===== src/rtl/ramb4_s4_stream_reader.sv =====
// rtl/ramb4_s4_stream_reader.sv - streaming read initiator for the 4-bit port of a 1024x4 block RAM
// Defining RAMB4_RD_ABORT_EN adds an ABORT input that cancels a running transfer.
module ramb4_s4_stream_reader #(
  parameter int ADDR_W     = 10,
  parameter int DATA_W     = 4,
  parameter int FIFO_DEPTH = 4
) (
  input  logic              CLKA,
  input  logic              RSTB,
  input  logic              START,
  input  logic [ADDR_W-1:0] BASE_ADDR,
  input  logic [ADDR_W:0]   LEN,
`ifdef RAMB4_RD_ABORT_EN
  input  logic              ABORT,
`endif
  output logic              BUSY,
  output logic              DONE,
  output logic [ADDR_W-1:0] RAM_ADDR,
  output logic              RAM_EN,
  output logic              RAM_WE,
  output logic              RAM_RST,
  input  logic [DATA_W-1:0] RAM_DO,
  output logic [DATA_W-1:0] M_DATA,
  output logic              M_VALID,
  input  logic              M_READY,
  output logic              M_LAST
);
  localparam int PW = $clog2(FIFO_DEPTH);
  localparam logic [PW:0] DEPTH_V = (PW+1)'(FIFO_DEPTH);

  typedef enum logic [1:0] {IDLE, RUN, DRAIN} state_t;

  state_t            state;
  logic [ADDR_W-1:0] rd_addr;
  logic [ADDR_W:0]   issue_left;
  logic [ADDR_W:0]   out_left;
  logic              rd_v;
  logic              abort_q;
  logic [DATA_W-1:0] mem [FIFO_DEPTH];
  logic [PW-1:0]     wr_ptr;
  logic [PW-1:0]     rd_ptr;
  logic [PW:0]       occ;
  logic [PW:0]       occ_after_pop;
  logic [PW:0]       committed;
  logic              pop;
  logic              abort_req;
  logic              start_ok;

`ifdef RAMB4_RD_ABORT_EN
  assign abort_req = ABORT && BUSY && !abort_q;
`else
  assign abort_req = 1'b0;
`endif

  assign M_VALID = (occ != '0);
  assign pop     = M_VALID && M_READY;
  assign M_DATA  = M_VALID ? mem[rd_ptr] : '0;
  assign M_LAST  = M_VALID && (out_left == (ADDR_W+1)'(1));

  // Slots already promised: buffered words left after this cycle's pop plus the read in the RAM pipe.
  assign occ_after_pop = occ - {{PW{1'b0}}, pop};
  assign committed     = occ_after_pop + {{PW{1'b0}}, rd_v};

  assign RAM_EN   = (state == RUN) && !abort_req && (committed < DEPTH_V);
  assign RAM_ADDR = rd_addr;
  assign RAM_WE   = 1'b0;
  assign RAM_RST  = 1'b0;

  assign start_ok = (state == IDLE) && !BUSY && START && (LEN != '0);

  always_ff @(posedge CLKA) begin
    if (rd_v) mem[wr_ptr] <= RAM_DO;
  end

  always_ff @(posedge CLKA) begin
    if (RSTB) begin
      state      <= IDLE;
      rd_addr    <= '0;
      issue_left <= '0;
      out_left   <= '0;
      rd_v       <= 1'b0;
      abort_q    <= 1'b0;
      wr_ptr     <= '0;
      rd_ptr     <= '0;
      occ        <= '0;
      BUSY       <= 1'b0;
      DONE       <= 1'b0;
    end else begin
      DONE    <= 1'b0;
      abort_q <= 1'b0;
      rd_v    <= RAM_EN;
      occ     <= occ + {{PW{1'b0}}, rd_v} - {{PW{1'b0}}, pop};
      if (rd_v) wr_ptr <= wr_ptr + 1'b1;
      if (pop) begin
        rd_ptr   <= rd_ptr + 1'b1;
        out_left <= out_left - 1'b1;
      end
      if (RAM_EN) begin
        rd_addr    <= rd_addr + 1'b1;
        issue_left <= issue_left - 1'b1;
      end
      case (state)
        IDLE: if (start_ok) begin
          state      <= RUN;
          BUSY       <= 1'b1;
          rd_addr    <= BASE_ADDR;
          issue_left <= LEN;
          out_left   <= LEN;
        end
        RUN: if (RAM_EN && issue_left == (ADDR_W+1)'(1)) state <= DRAIN;
        DRAIN: if (pop && M_LAST && occ_after_pop == '0) begin
          state <= IDLE;
          BUSY  <= 1'b0;
          DONE  <= 1'b1;
        end
        default: state <= IDLE;
      endcase
      if (abort_q) begin
        BUSY <= 1'b0;
        DONE <= 1'b1;
      end
      // BUSY stays high for one flush cycle so DONE lands a cycle after M_VALID drops.
      if (abort_req) begin
        state    <= IDLE;
        abort_q  <= 1'b1;
        rd_v     <= 1'b0;
        occ      <= '0;
        wr_ptr   <= '0;
        rd_ptr   <= '0;
        out_left <= '0;
      end
    end
  end
endmodule


===== config.mk =====
export PLATFORM = sky130hd
export DESIGN_NAME = ramb4_s4_stream_reader
export DESIGN_NICKNAME = d
export VERILOG_FILES = /design/src/rtl/ramb4_s4_stream_reader.sv
export SDC_FILE = /design/constraint.sdc
export NUM_CORES = 1
export LEC_CHECK = 0
export BUFFER_PORTS_ARGS = -buffer_cell sky130_fd_sc_hd__buf_2
export CAP_MARGIN = 20
export CORE_ASPECT_RATIO = 0.7
export CORE_MARGIN = 2
export CORE_UTILIZATION = 40
export CTS_BUF_LIST = sky130_fd_sc_hd__clkbuf_8
export DETAILED_ROUTE_END_ITERATION = 6
export GPL_ROUTABILITY_DRIVEN = 0
export HOLD_SLACK_MARGIN = 0.12
export PLACE_DENSITY = 0.7
export SYNTH_ARGS = -nofsm -noshare
export SYNTH_HDL_FRONTEND = slang
export SYNTH_SLANG_ARGS = --single-unit
export TNS_END_PERCENT = 20

===== constraint.sdc =====
create_clock -name CLKA -period 2.76 [get_ports CLKA]
set_input_delay 0.138 -clock CLKA [delete_from_list [all_inputs] [get_ports CLKA]]
set_output_delay 0.138 -clock CLKA [all_outputs]
set_load 0.05 [all_outputs]

* After elaboration in Yosys (flattened, before gate mapping) *
Memories as Yosys holds them, arrays and structs flattened. A register that Yosys moved wholly into a read port is not among the register bits.
Cells that the tools add are included.

cells by class
  magnitude comparators = 1
  $add $sub $neg = 9
  eq/ne operators = 7
  bitwise gates (word level) = 1
  muxes and demuxes = 22
  reduce and logical (&&, ||, !) cells = 18

operator list
  kind                                                number
  2-to-1 mux 11 bit                                   6
  2-to-1 mux 10 bit                                   3
  == test 11 x 1 -> 1 bit, second input constant      2
  subtractor 11 x 1 -> 11 bit, second input constant  2
  nonzero test 11 bit                                 1
  adder 10 x 1 -> 10 bit, second input constant       1
  2-to-1 mux 2 bit                                    5
  logical AND 1 bit                                   9
  adder 3 x 1 -> 3 bit                                2
  one-hot mux 2 bit (3 select lines)                  1
  AND reduction 3 bit                                 2
  subtractor 3 x 1 -> 3 bit                           2
  2-to-1 mux 1 bit                                    5
  adder 2 x 1 -> 2 bit, second input constant         2
  2-to-1 mux 4 bit                                    1
  != test 2 bit, second input constant                2
  zero test 3 bit                                     1
  < comparator 3 bit, second input constant           1
  nonzero test 3 bit                                  1
  == test 2 x 1 -> 1 bit, second input constant       1
  == test 2 bit, second input constant                1
  zero test 2 bit                                     1
  != test 2 x 1 -> 1 bit, second input constant       1
  one-hot mux 1 bit (2 select lines)                  1
  4 further kinds                                     4

storage, ports and cells
  memories = 1
  input bits = 29
  bits in writable memories = 16
  flip-flop bits (word level) = 44
  output and inout bits = 21

memories
  memory  words  bits a word  read ports  clocked after Yosys merged registers in  wr ports  RTL line  RTL
  mem     4      4            1           1                                        1         39        logic [DATA_W-1:0] mem [FIFO_DEPTH];

* Logic depth before layout (Yosys ltp) *
Gate-level depths: netlist (run 1).

  word-level depth = 9
  mapped depth = 11
  gate-level depth less buffers = 9

* Least setup slack after synthesis (run 1) *
Ideal clock, no wire load.

  path kind = reg-to-output
  start = register out_left[3]
  end = output port M_LAST
  stages on the path, launching flop included = 4
  path slack = -0.176 ns
  arrival = 2.798 ns
  required time = 2.622 ns
  cells stage by stage = dfxtp_1 -> or4_4 -> or4_4 -> nor4_1

between the ends
  word-level cells in the longest chain between the ends = 2

ends and longest elaborated chain
  what                     RTL line  RTL
  from (decl)              36        logic [ADDR_W:0] out_left;
  from (signal assigned)   96        out_left <= out_left - 1'b1;
  == test 11 x 1 -> 1 bit  58        assign M_LAST = M_VALID && (out_left == (ADDR_W+1)'(1));
  logical AND 1 bit        58
  to (decl)                26        output logic M_LAST

No other way between the ends.

* Worst setup path after layout (run 1) *
  start = register occ[2]
  end = register rd_addr[4] (netlist: RAM_ADDR[4])

between the ends
  word-level cells in the longest chain between the ends = 9

ends and longest elaborated chain
  what                           RTL line  RTL
  from (decl)                    42        logic [PW:0] occ;
  from (signal assigned)         92        occ <= occ + {{PW{1'b0}}, rd_v} - {{PW{1'b0}}, pop};
  nonzero test 3 bit             55        assign M_VALID = (occ != '0);
  logical AND 1 bit              56        assign pop = M_VALID && M_READY;
  subtractor 3 x 1 -> 3 bit (*)  61        assign occ_after_pop = occ - {{PW{1'b0}}, pop};
  adder 3 x 1 -> 3 bit (*)       62        assign committed = occ_after_pop + {{PW{1'b0}}, rd_v};
  < comparator 3 bit (*)         64        assign RAM_EN = (state == RUN) && !abort_req && (committed < DEPTH_V);
  logical AND 1 bit (*)          64
  2-to-1 mux 10 bit (*)          98        if (RAM_EN) begin
  2-to-1 mux 10 bit              103       IDLE: if (start_ok) begin
  2-to-1 mux 10 bit (*)          102       case (state)
  to (signal assigned)           99        rd_addr <= rd_addr + 1'b1;
  to (decl)                      34        logic [ADDR_W-1:0] rd_addr;

Every way passes the cells marked *; elsewhere a longest branch is shown, timed or not.
A chain may end at the register's enable or synchronous reset.

==> results of run 1 <==
cells in the final DEF (no fill, tap or decap), types with 8 or more instances in the layout:
| cell | synthesis | final |
|---|---|---|
| buf_2 | 2 | 47 |
| dfxtp_1 | 46 | 45 |
| nor2_1 | 28 | 28 |
| o21ai_0 | 20 | 19 |
| edfxtp_1 | 16 | 16 |
| inv_1 | 15 | 15 |
| or4_1 | 14 | 14 |
| dlygate4sd3_1 | 0 | 14 |
| a21oi_1 | 13 | 13 |
| nand2_1 | 12 | 12 |
| xnor2_1 | 13 | 12 |
| ha_1 | 12 | 12 |
| nor3_1 | 11 | 11 |
| o31ai_1 | 10 | 10 |
| clkbuf_8 | 0 | 9 |
| nor2b_1 | 8 | 8 |
| a31oi_1 | 8 | 8 |
| or3_1 | 8 | 8 |
| a311oi_1 | 9 | 8 |
worst max-delay path, cell delays in order, from the launching register on:
cell and delay [ps]:
dfxtp_2 360, o31a_1 320, nand2b_1 130, inv_1 60, ha_1 210, xnor2_2 190
o21ai_1 120, a2bb2oi_2 160, buf_12 180, or4_1 530, a311oi_2 240
per-layer routing:
layer,global-route usage,wire [um]
met3,0.0622,453
met5,0,0
met4,0.0342,19
met2,0.269,3180
met1,0.245,3410
worst max path at each step:
stage | to | slack (ps) | cells after the start | start
2_1_floorplan | RAM_EN | 140 | 9 | occ[0]$_SDFF_PP0_
3_3_place_gp | RAM_ADDR[9]$_SDFF_PP0_ | 150 | 10 | occ[2]$_SDFF_PP0_
3_5_place_dp | RAM_ADDR[6]$_SDFF_PP0_ | 40 | 10 | occ[2]$_SDFF_PP0_
4_1_cts | RAM_ADDR[4]$_SDFF_PP0_ | 10 | 10 | occ[2]$_SDFF_PP0_
5_1_grt | RAM_ADDR[6]$_SDFF_PP0_ | 10 | 10 | occ[2]$_SDFF_PP0_
6_report | RAM_ADDR[4]$_SDFF_PP0_ | 180 | 10 | occ[2]$_SDFF_PP0_
timing repair:
item,4_1_cts,5_1_grt
gates resized for setup,0,4
buffers inserted,0,1
hold buffers,14,0
setup endpoints to repair,0,13
hold endpoints to repair,26,0
power by group through the flow:
stage	logic [mW]	clock network, mW	registers, mW
finish	1.39	0.721	1.21
global route	1.53	0.786	1.23
CTS	1.36	0.742	1.20
detailed placement	1.34	0	1.22
global placement	1.32	0	1.21
floorplan	0.974	0	1.27
layout make-up:
type | count | area [um^2] | area share
inverter | 15 | 56.3 | 0.0148
multi-input combinational | 227 | 1590 | 0.418
clock buffer | 9 | 124 | 0.0325
clock inverter | 7 | 55.1 | 0.0144
timing repair buffer | 69 | 460 | 0.121
tap | 98 | 123 | 0.0321
sequential | 62 | 1400 | 0.368
flip-flops by register name, indices dropped and copies added (netlist names), named ones only:
signal / flops
DONE: 1
occ: 3
BUSY: 1
rd_v: 1
out_left: 11
issue_left: 11
mem: 16
state: 2
wr_ptr: 2
rd_ptr: 2
RAM_ADDR: 10
cells by family after synthesis:
family | after synthesis | share of synthesized area
other cells | 1 | 0.00120
flops | 62 | 0.450
mux | 5 | 0.0321
buf+inv | 33 | 0.0466
xor+xnor | 16 | 0.0450
compound gates | 73 | 0.158
fa+ha+maj | 13 | 0.0546
simple gates | 118 | 0.213
==> results by group, run 1 <==
Run status
  • Status: finished clean

Logic synthesis
  • Area contributors post-synth: dfxtp_1, edfxtp_1, ha_1
  • Yosys top cell area share: 0.295
  • Async S/R FF share, synth: 0
  • Avg Inst Size Synth: 9.71 um^2
  • Most common cell in the netlist: dfxtp_1
  • Netlist Area Pre-Place: 3120 um^2
  • Number of synthesized flops with an enable pin: 16
  • Cell taking the most area after synthesis: dfxtp_1
  • Number of synthesized register bits: 62
  • Synth cell types: 49
  • Commonest cells in the synthesized netlist: dfxtp_1, nor2_1, o21ai_0
  • Dominant synthesized flop cell: dfxtp_1
  • Synth warn: 0
  • Synthesized instance count: 321
  • Sequential area share after synthesis: 0.450

Layout
  • # diodes: 0
  • Final net count: about 430
  • Fill count: 698
  • Layout cells sized above 1: 0.229
  • Fin cells: 487
  • Post-route cell area: 3810 um^2
  • Layout area overhead: 22.4%
  • Final core occ: 0.514

Placement
  • Input/output buffers: 47
  • DP Area: 3470 um^2
  • Place WS: 37.4 ps
  • Placed cells: 456
  • Dpl hpwl: 4850 um

Clock network
  • # clock sinks: slightly above 60
  • Clock Latency Late Sink: between 300 and 400 ps
  • CTS tree: built
  • Root Buffer: clkbuf_8
  • CTS max path bufs: 2
  • Number of CTS-inserted buffers: 9
  • Clock transition at the registers of the reported paths: 70 ps
  • CTS H-tree lvls: 3

Floorplan
  • DIE WIDTH: around 110 um
  • Initial Util: 0.420
  • Standard-cell rows: 26
  • Total core area: 7420 um^2
  • Top-Level Pins: 50
  • Floorplan die area: roughly 8500 um^2
  • Die Ht: 77.9 um

STA
  • Final Hold Vio Count: 0
  • Period Utilization, post-route: 0.936
  • Measured slew at the worst slew-check pin: 568 ps
  • F_max: 0.387 GHz
  • RSZ-0062 raised after global routing: no
  • Relative slew slack: 0.621
  • Hold slack: 161 ps
  • Setup TNS: 0 ps
  • Fin Clk Skew: 10.4 ps
  • Post-layout min period: 2580 ps
  • Final worst setup slack: 176 ps
  • Endpoints failing setup: 0
  • Final slew viol count: 0

Routing
  • First-iteration detailed-routing DRC count: roughly 100
  • Detailed Routing Iterations Pass 1: 4
  • Vias per cell: 5.40
  • Drt drc: 0
  • Post-route ant nets: 0
  • Wire length per cell: 14.5 um
  • Vias: 2632
  • Drt total wl: around 7100 um

Worst setup path
  • Setup crit end kind: flip-flop
  • R2R setup slack: roughly 180 ps
  • Worst Reg-to-Reg Cells: 10
  • FF-to-FF Start: occ[2]$_SDFF_PP0_
  • Crit Path Class: flip-flop to flip-flop
  • Worst Path Required: 3010 ps
  • Crit path max fanout: 46
  • Data arrival, critical path: 2840 ps
  • FF-to-FF End: RAM_ADDR[4]$_SDFF_PP0_
  • Critical Path Start Type: flip-flop

Power and ir drop
  • Pint: 1.93 mW
  • Power Density: ~870 nW/um^2
  • Sw Ratio: 0.416
  • Switch Pwr: 1.38 mW
  • Sequential power share: 0.364
  • Combinational Power Share: 0.419
  • Power, Total: 3.31 mW
  • Clock Power Share: 0.218
  • Worst vdd ir: 425 uV
  • Leak Pwr: ~1.4 nW

Global routing
  • Largest net degree at the start of global routing: 47
  • Vias in the first global route: 2483
  • First-pass GRT wire length: between 10000 and 15000 um
  • Antenna violations before repair: 0
  • Grt ovf: 0
  • Total global-route track usage: 0.177

Flow run
  • Number of max-cap violations: 0

Min path
  • Worst hold path class: input port to flip-flop
  • Hold Path Sink: out_left[9]$_SDFF_PP0_
  • Hold Crit Start: LEN[9]
  • Hold depth: 3
Note: power is estimated with default switching activity, not from simulation.
==> inputs of run 2 (changes only) <==
- CELL_PAD_IN_SITES_DETAIL_PLACEMENT: unset -> 1
- CELL_PAD_IN_SITES_GLOBAL_PLACEMENT: unset -> 1
- PLACE_DENSITY: 0.7 -> 0.84
==> results by group, run 2 (synthesis gave the netlist of run 1 again) <==
Routing
  • Post-route ant nets: 0 (unchanged)
  • Drt total wl: 9330 um (+32%)
  • Vias per cell: 5.62 (+4.0%)
  • Drt drc: 0 (unchanged)
  • Vias: 2749 (+4.4%)
  • Wire length per cell: 19.1 um (+32%)
  • Detailed Routing Iterations Pass 1: 4 (unchanged)
  • First-iteration detailed-routing DRC count: 165 (+60%)

Floorplan
  • Standard-cell rows: 26 (unchanged)
  • Floorplan die area: 8530 um^2 (unchanged)
  • Initial Util: 0.420 (unchanged)
  • Die Ht: 77.9 um (unchanged)
  • DIE WIDTH: 110 um (unchanged)
  • Top-Level Pins: 50 (unchanged)
  • Total core area: 7420 um^2 (unchanged)

Placement
  • Placed cells: 457 (+0.22%)
  • Input/output buffers: 47 (unchanged)
  • Dpl hpwl: 6280 um (+29%)

Global routing
  • Antenna violations before repair: 0 (unchanged)
  • Total global-route track usage: 0.221 (+0.0441)
  • First-pass GRT wire length: 14400 um (+22%)
  • Grt ovf: 0 (unchanged)
  • Vias in the first global route: 2820 (+14%)
  • Largest net degree at the start of global routing: 47 (unchanged)

Layout
  • Layout cells sized above 1: 0.240 (+0.0116)
  • Max FFs per register: 16 (unchanged)
  • Area of the multi-input gates: 1610 um^2 (+1.2%)
  • Fill count: 857 (+23%)
  • Commonest non-fill, non-tap cell in the layout: buf_2
  • Layout area overhead: 25.2%
  • Sequential standard cell area: 1410 um^2 (+0.18%)
  • # diodes: 0 (unchanged)
  • Final net count: 428 (+0.47%)
  • Regs by FF count: mem: 16 flops, issue_left: 11 flops, out_left: 11 flops
  • Reg with most FFs: mem
  • Most frequent cells in the layout: buf_2, dfxtp_1, nor2_1, o21ai_0, edfxtp_1
  • Fin cells: 489 (+0.41%)
  • Final core occ: 0.526 (+0.0118)

Clock network
  • CTS H-tree lvls: 3 (unchanged)
  • Number of CTS-inserted buffers: 9 (unchanged)
  • Clock Latency Late Sink: 350 ps (about the same)
  • CTS tree: built
  • CTS max path bufs: 2 (unchanged)
  • Root Buffer: clkbuf_8
  • Clock transition at the registers of the reported paths: 70 ps (about the same)
  • # clock sinks: 62 (unchanged)

STA
  • RSZ-0062 raised after global routing: no
  • Final slew viol count: 0 (unchanged)
  • Relative slew slack: 0.470 (-0.151)
  • Final Hold Vio Count: 0 (unchanged)
  • Measured slew at the worst slew-check pin: 789 ps (+221 ps)
  • Hold slack: 147 ps (-13.7 ps)
  • Fin Clk Skew: 9.56 ps (-0.843 ps)
  • Period Utilization, post-route: 0.954 (+0.0175)
  • Endpoints failing setup: 0 (unchanged)
  • Setup TNS: 0 ps (unchanged)
  • F_max: 0.380 GHz (-1.8%)
  • Post-layout min period: 2630 ps (+48.2 ps)

Min path
  • Hold depth: 3 (unchanged)
  • Worst hold path class: input port to flip-flop

Power and ir drop
  • Sw Ratio: 0.406 (-0.0104)
  • Worst vdd ir: 458 uV (+7.8%)
  • Clock Power Share: 0.237 (+0.019)
  • Sequential power share: 0.333 (-0.031)
  • Switch Pwr: 1.49 mW (+8.2%)
  • Power Density: 942 nW/um^2 (+8.5%)
  • Combinational Power Share: 0.430 (+0.011)
  • Leak Pwr: 1.44 nW (+2.7%)
  • Pint: 2.18 mW (+13%)

Worst setup path
  • Cell chain of the critical path: o31a_1 -> nand2b_1 -> inv_1 -> ha_2 -> xnor2_2 -> o21ai_2 -> a2bb2oi_2 -> buf_12 -> or4_1 -> a311oi_2
  • Worst Path Required: 3010 ps (about the same)
  • Crit Path Class: flip-flop to flip-flop
  • Setup crit end kind: flip-flop
  • Worst Reg-to-Reg Cells: 10 (unchanged)
  • Crit path max fanout: 23 (-50%)
  • CP max-delay cell: or4_1
  • CP Buf/Inv Count: 2 (unchanged)
  • Crit path max-delay family: compound AO/OA/AOI/OAI gates
  • Data arrival, critical path: 2890 ps (+50 ps)
  • Critical Path Start Type: flip-flop
  • Critical path's largest stage delay: 530 ps (about the same)
  • Critical path depth in cells: 10 (unchanged)

Flow run
  • Number of max-cap violations: 0 (unchanged)

Run status
  • Status: finished clean
run 2: changes by cell type in the layout (fill, tap and decap cells not counted), moves of 2 or more:
cell,previous run,this run
a311oi_1,8,6
a311oi_2,1,3
buf_4,6,9
bufinv_16,0,2
clkinv_1,0,2
inv_6,3,0
run 2: cell type report:
type | count | area share
Multi-Input combinational cell | 227 | 0.413
Timing Repair Buffer | 71 | 0.126
Sequential cell | 62 | 0.360
Clock buffer | 9 | 0.0317
Clock inverter | 7 | 0.0228
Inverter | 15 | 0.0144
Tap cell | 98 | 0.0314
run 2: routing by layer:
metal / wire [um] / track usage
met2: 4600 / 0.377
met1: 4200 / 0.281
met5: 0 / 0
met3: 368 / 0.0513
met4: 155 / 0.0582
run 2: tightest hold or removal path: stages:
cell and delay [ps]:
buf_2 110, inv_1 40, o311ai_0 130
run 2: repair_timing:
item	4_1_cts	5_1_grt
setup buffers	0	2
pin swaps	1	6
endpoints found under the setup margin	8	13
gates cloned	0	1
resized for setup	2	9
hold buffers	13	0
hold endpoints to repair	25	0
run 2: path summary, 6_finish.rpt:
path	end	slack [ps]	start
worst max-delay path	RAM_ADDR[9]$_SDFF_PP0_	130	occ[2]$_SDFF_PP0_
worst min-delay path	RAM_ADDR[8]$_SDFF_PP0_	150	BASE_ADDR[8]
worst max register to register	RAM_ADDR[9]$_SDFF_PP0_	130	occ[2]$_SDFF_PP0_
worst min register to register	issue_left[6]$_SDFF_PP0_	520	issue_left[6]$_SDFF_PP0_
run 2: power by group through the flow:
stage / Combinational, mW / Sequential (mW) / Clock (mW)
after floorplan: 0.974 / 1.27 / 0
after global placement: 1.32 / 1.22 / 0
after detailed placement: 1.40 / 1.24 / 0
after CTS: 1.45 / 1.22 / 0.876
after global routing: 1.69 / 1.25 / 0.921
final: 1.58 / 1.22 / 0.870
run 2: metrics by stage:
| stage | setup slack (ps) | total power [mW] | cell area, um^2 |
|---|---|---|---|
| 2_1_floorplan | 138 | 2.24 | 3130 |
| 3_3_place_gp | 121 | 2.54 | 3480 |
| 3_5_place_dp | -60.0 | 2.64 | 3480 |
| 4_1_cts | 16.6 | 3.55 | 3830 |
| 5_1_grt | 6.37 | 3.86 | 3900 |
| 6_report | 128 | 3.68 | 3900 |
==> inputs of run 3 (changes only) <==
- PLACE_DENSITY: 0.84 -> unset
- PLACE_DENSITY_LB_ADDON: unset -> 0.1
==> results by group, run 3 (synthesis gave the netlist of run 1 again) <==
Run status
  • Status: finished clean

STA
  • Measured slew at the worst slew-check pin: 877 ps (+88.7 ps)
  • Period Utilization, post-route: 0.981 (+0.0269)
  • Fin Clk Skew: 9.36 ps (-0.201 ps)
  • F_max: 0.369 GHz (-2.7%)
  • Final Hold Vio Count: 0 (unchanged)
  • Final slew viol count: 0 (unchanged)
  • Endpoints failing setup: 0 (unchanged)
  • Final worst setup slack: 53.5 ps (-74.2 ps)
  • Relative slew slack: 0.411 (-0.0596)
  • Post-layout min period: 2710 ps (+74.2 ps)

Floorplan
  • Initial Util: 0.420 (unchanged)
  • Top-Level Pins: 50 (unchanged)
  • Standard-cell rows: 26 (unchanged)
  • Die Ht: 77.9 um (unchanged)
  • Total core area: 7420 um^2 (unchanged)
  • Floorplan die area: 8530 um^2 (unchanged)
  • DIE WIDTH: 110 um (unchanged)

Clock network
  • # clock sinks: 62 (unchanged)
  • Number of CTS-inserted buffers: 9 (unchanged)
  • Root Buffer: clkbuf_8
  • CTS tree: built
  • CTS max path bufs: 2 (unchanged)
  • Clock Latency Late Sink: 340 ps (about the same)
  • Clock transition at the registers of the reported paths: 80 ps (about the same)
  • CTS H-tree lvls: 3 (unchanged)

Layout
  • Most frequent cells in the layout: buf_2, dfxtp_1, nor2_1, o21ai_0, edfxtp_1
  • Reg with most FFs: mem
  • # diodes: 0 (unchanged)
  • Max FFs per register: 16 (unchanged)
  • Commonest non-fill, non-tap cell in the layout: buf_2
  • Layout area overhead: 25.6%
  • Regs by FF count: mem: 16 flops, issue_left: 11 flops, out_left: 11 flops
  • Layout cells sized above 1: 0.245 (+0.00454)
  • Final net count: 433 (+1.2%)
  • Post-route cell area: 3920 um^2 (+0.32%)

Power and ir drop
  • Power Density: 911 nW/um^2 (-3.3%)
  • Switch Pwr: 1.47 mW (-1.8%)
  • Clock Power Share: 0.224 (-0.013)
  • Combinational Power Share: 0.436 (+0.006)
  • Leak Pwr: 1.45 nW (+0.74%)
  • Worst vdd ir: 525 uV (+15%)
  • Pint: 2.10 mW (-3.8%)
  • Sequential power share: 0.340 (+0.007)
  • Sw Ratio: 0.411 (+0.00509)

Worst setup path
  • Crit path max fanout: 23 (unchanged)
  • Data arrival, critical path: 2950 ps (+60 ps)
  • R2R setup slack: 50 ps (-70 ps)
  • Worst Reg-to-Reg Cells: 10 (unchanged)
  • Worst Path Required: 3000 ps (about the same)
  • FF-to-FF Start: occ[2]$_SDFF_PP0_
  • Crit Path Class: flip-flop to flip-flop
  • Worst Setup SP: occ[2]$_SDFF_PP0_
  • Setup crit end kind: flip-flop
  • Critical Path Start Type: flip-flop
  • FF-to-FF End: RAM_ADDR[9]$_SDFF_PP0_

Routing
  • Vias per cell: 5.47 (-2.8%)
  • Detailed Routing Iterations Pass 1: 4 (unchanged)
  • First-iteration detailed-routing DRC count: 93 (-44%)
  • Drt drc: 0 (unchanged)
  • Wire length per cell: 17.6 um (-7.9%)
  • Vias: 2700 (-1.8%)
  • Drt total wl: 8680 um (-7.0%)
  • Post-route ant nets: 0 (unchanged)

Global routing
  • Antenna violations before repair: 0 (unchanged)
  • Vias in the first global route: 2645 (-6.2%)
  • First-pass GRT wire length: 13700 um (-4.7%)
  • Largest net degree at the start of global routing: 47 (unchanged)
  • Total global-route track usage: 0.209 (-0.0123)
  • Grt ovf: 0 (unchanged)

Placement
  • Place WS: -77.2 ps (-17.2 ps)
  • Dpl hpwl: 5840 um (-7.0%)
  • Input/output buffers: 47 (unchanged)
  • DP Area: 3500 um^2 (+0.65%)

Min path
  • Hold depth: 3 (unchanged)
  • Worst hold path class: input port to flip-flop
  • Hold Crit Start: LEN[9]
  • Hold Path Sink: out_left[9]$_SDFF_PP0_

Flow run
  • Number of max-cap violations: 0 (unchanged)
run 3: power groups by stage:
| stage | registers (mW) | clock network, mW | logic, mW |
|---|---|---|---|
| finish | 1.21 | 0.800 | 1.55 |
| global route | 1.24 | 0.859 | 1.69 |
| CTS | 1.21 | 0.820 | 1.43 |
| detailed placement | 1.23 | 0 | 1.39 |
| global placement | 1.22 | 0 | 1.35 |
| floorplan | 1.27 | 0 | 0.974 |
run 3: what timing repair did:
action / 4_1_cts / 5_1_grt
resized for setup: 2 / 5
setup buffers: 0 / 3
hold buffers: 14 / 0
cloned: 0 / 1
hold endpoints to repair: 26 / 0
pin swaps: 1 / 2
setup endpoints to repair: 8 / 11
run 3: how the worst max path moves through the flow:
| stage | slack, ps | endpoint | depth (start not counted) |
|---|---|---|---|
| 6_report | 50 | RAM_ADDR[9]$_SDFF_PP0_ | 10 |
| 5_1_grt | -80 | RAM_ADDR[9]$_SDFF_PP0_ | 10 |
| 3_3_place_gp | 130 | RAM_ADDR[9]$_SDFF_PP0_ | 10 |
| 4_1_cts | 30 | RAM_ADDR[6]$_SDFF_PP0_ | 10 |
| 2_1_floorplan | 140 | RAM_EN | 9 |
| 3_5_place_dp | -80 | RAM_ADDR[9]$_SDFF_PP0_ | 10 |
run 3: routing by layer:
layer  wire length [um]  global-route usage
met4                 57              0.0456
met1               4270               0.289
met3                299              0.0487
met2               4050               0.332
met5                  0                   0
run 3: per-stage QoR:
step	hold slack (ps)	power [mW]	TNS, ps	std cells	utilization
after global placement	358	2.57	0	460	0.472
after detailed placement	363	2.62	-379	460	0.472
after global routing	177	3.79	-155	494	0.528
after floorplan	237	2.24	0	322	-
final	175	3.57	0	494	0.528
after CTS	162	3.46	0	490	0.519
run 3: critical path, cell delays in order, from the launching register on:
cell       delay, ps
dfxtp_4          370
o31a_1           330
nand2b_1         110
inv_1             50
ha_1             210
xnor2_2          240
o21ai_1          140
a2bb2oi_2        180
buf_12           160
or4_1            530
a311oi_2         280
run 3: cell type report:
cell class                      count  area [um^2]
Fill cell                         855         3500
Multi-Input combinational cell    227         1600
Sequential cell                    62         1410
Tap cell                           98          123
Timing Repair Buffer               76          531
Inverter                           15         56.3
Clock inverter                      7         75.1
Clock buffer                        9          124
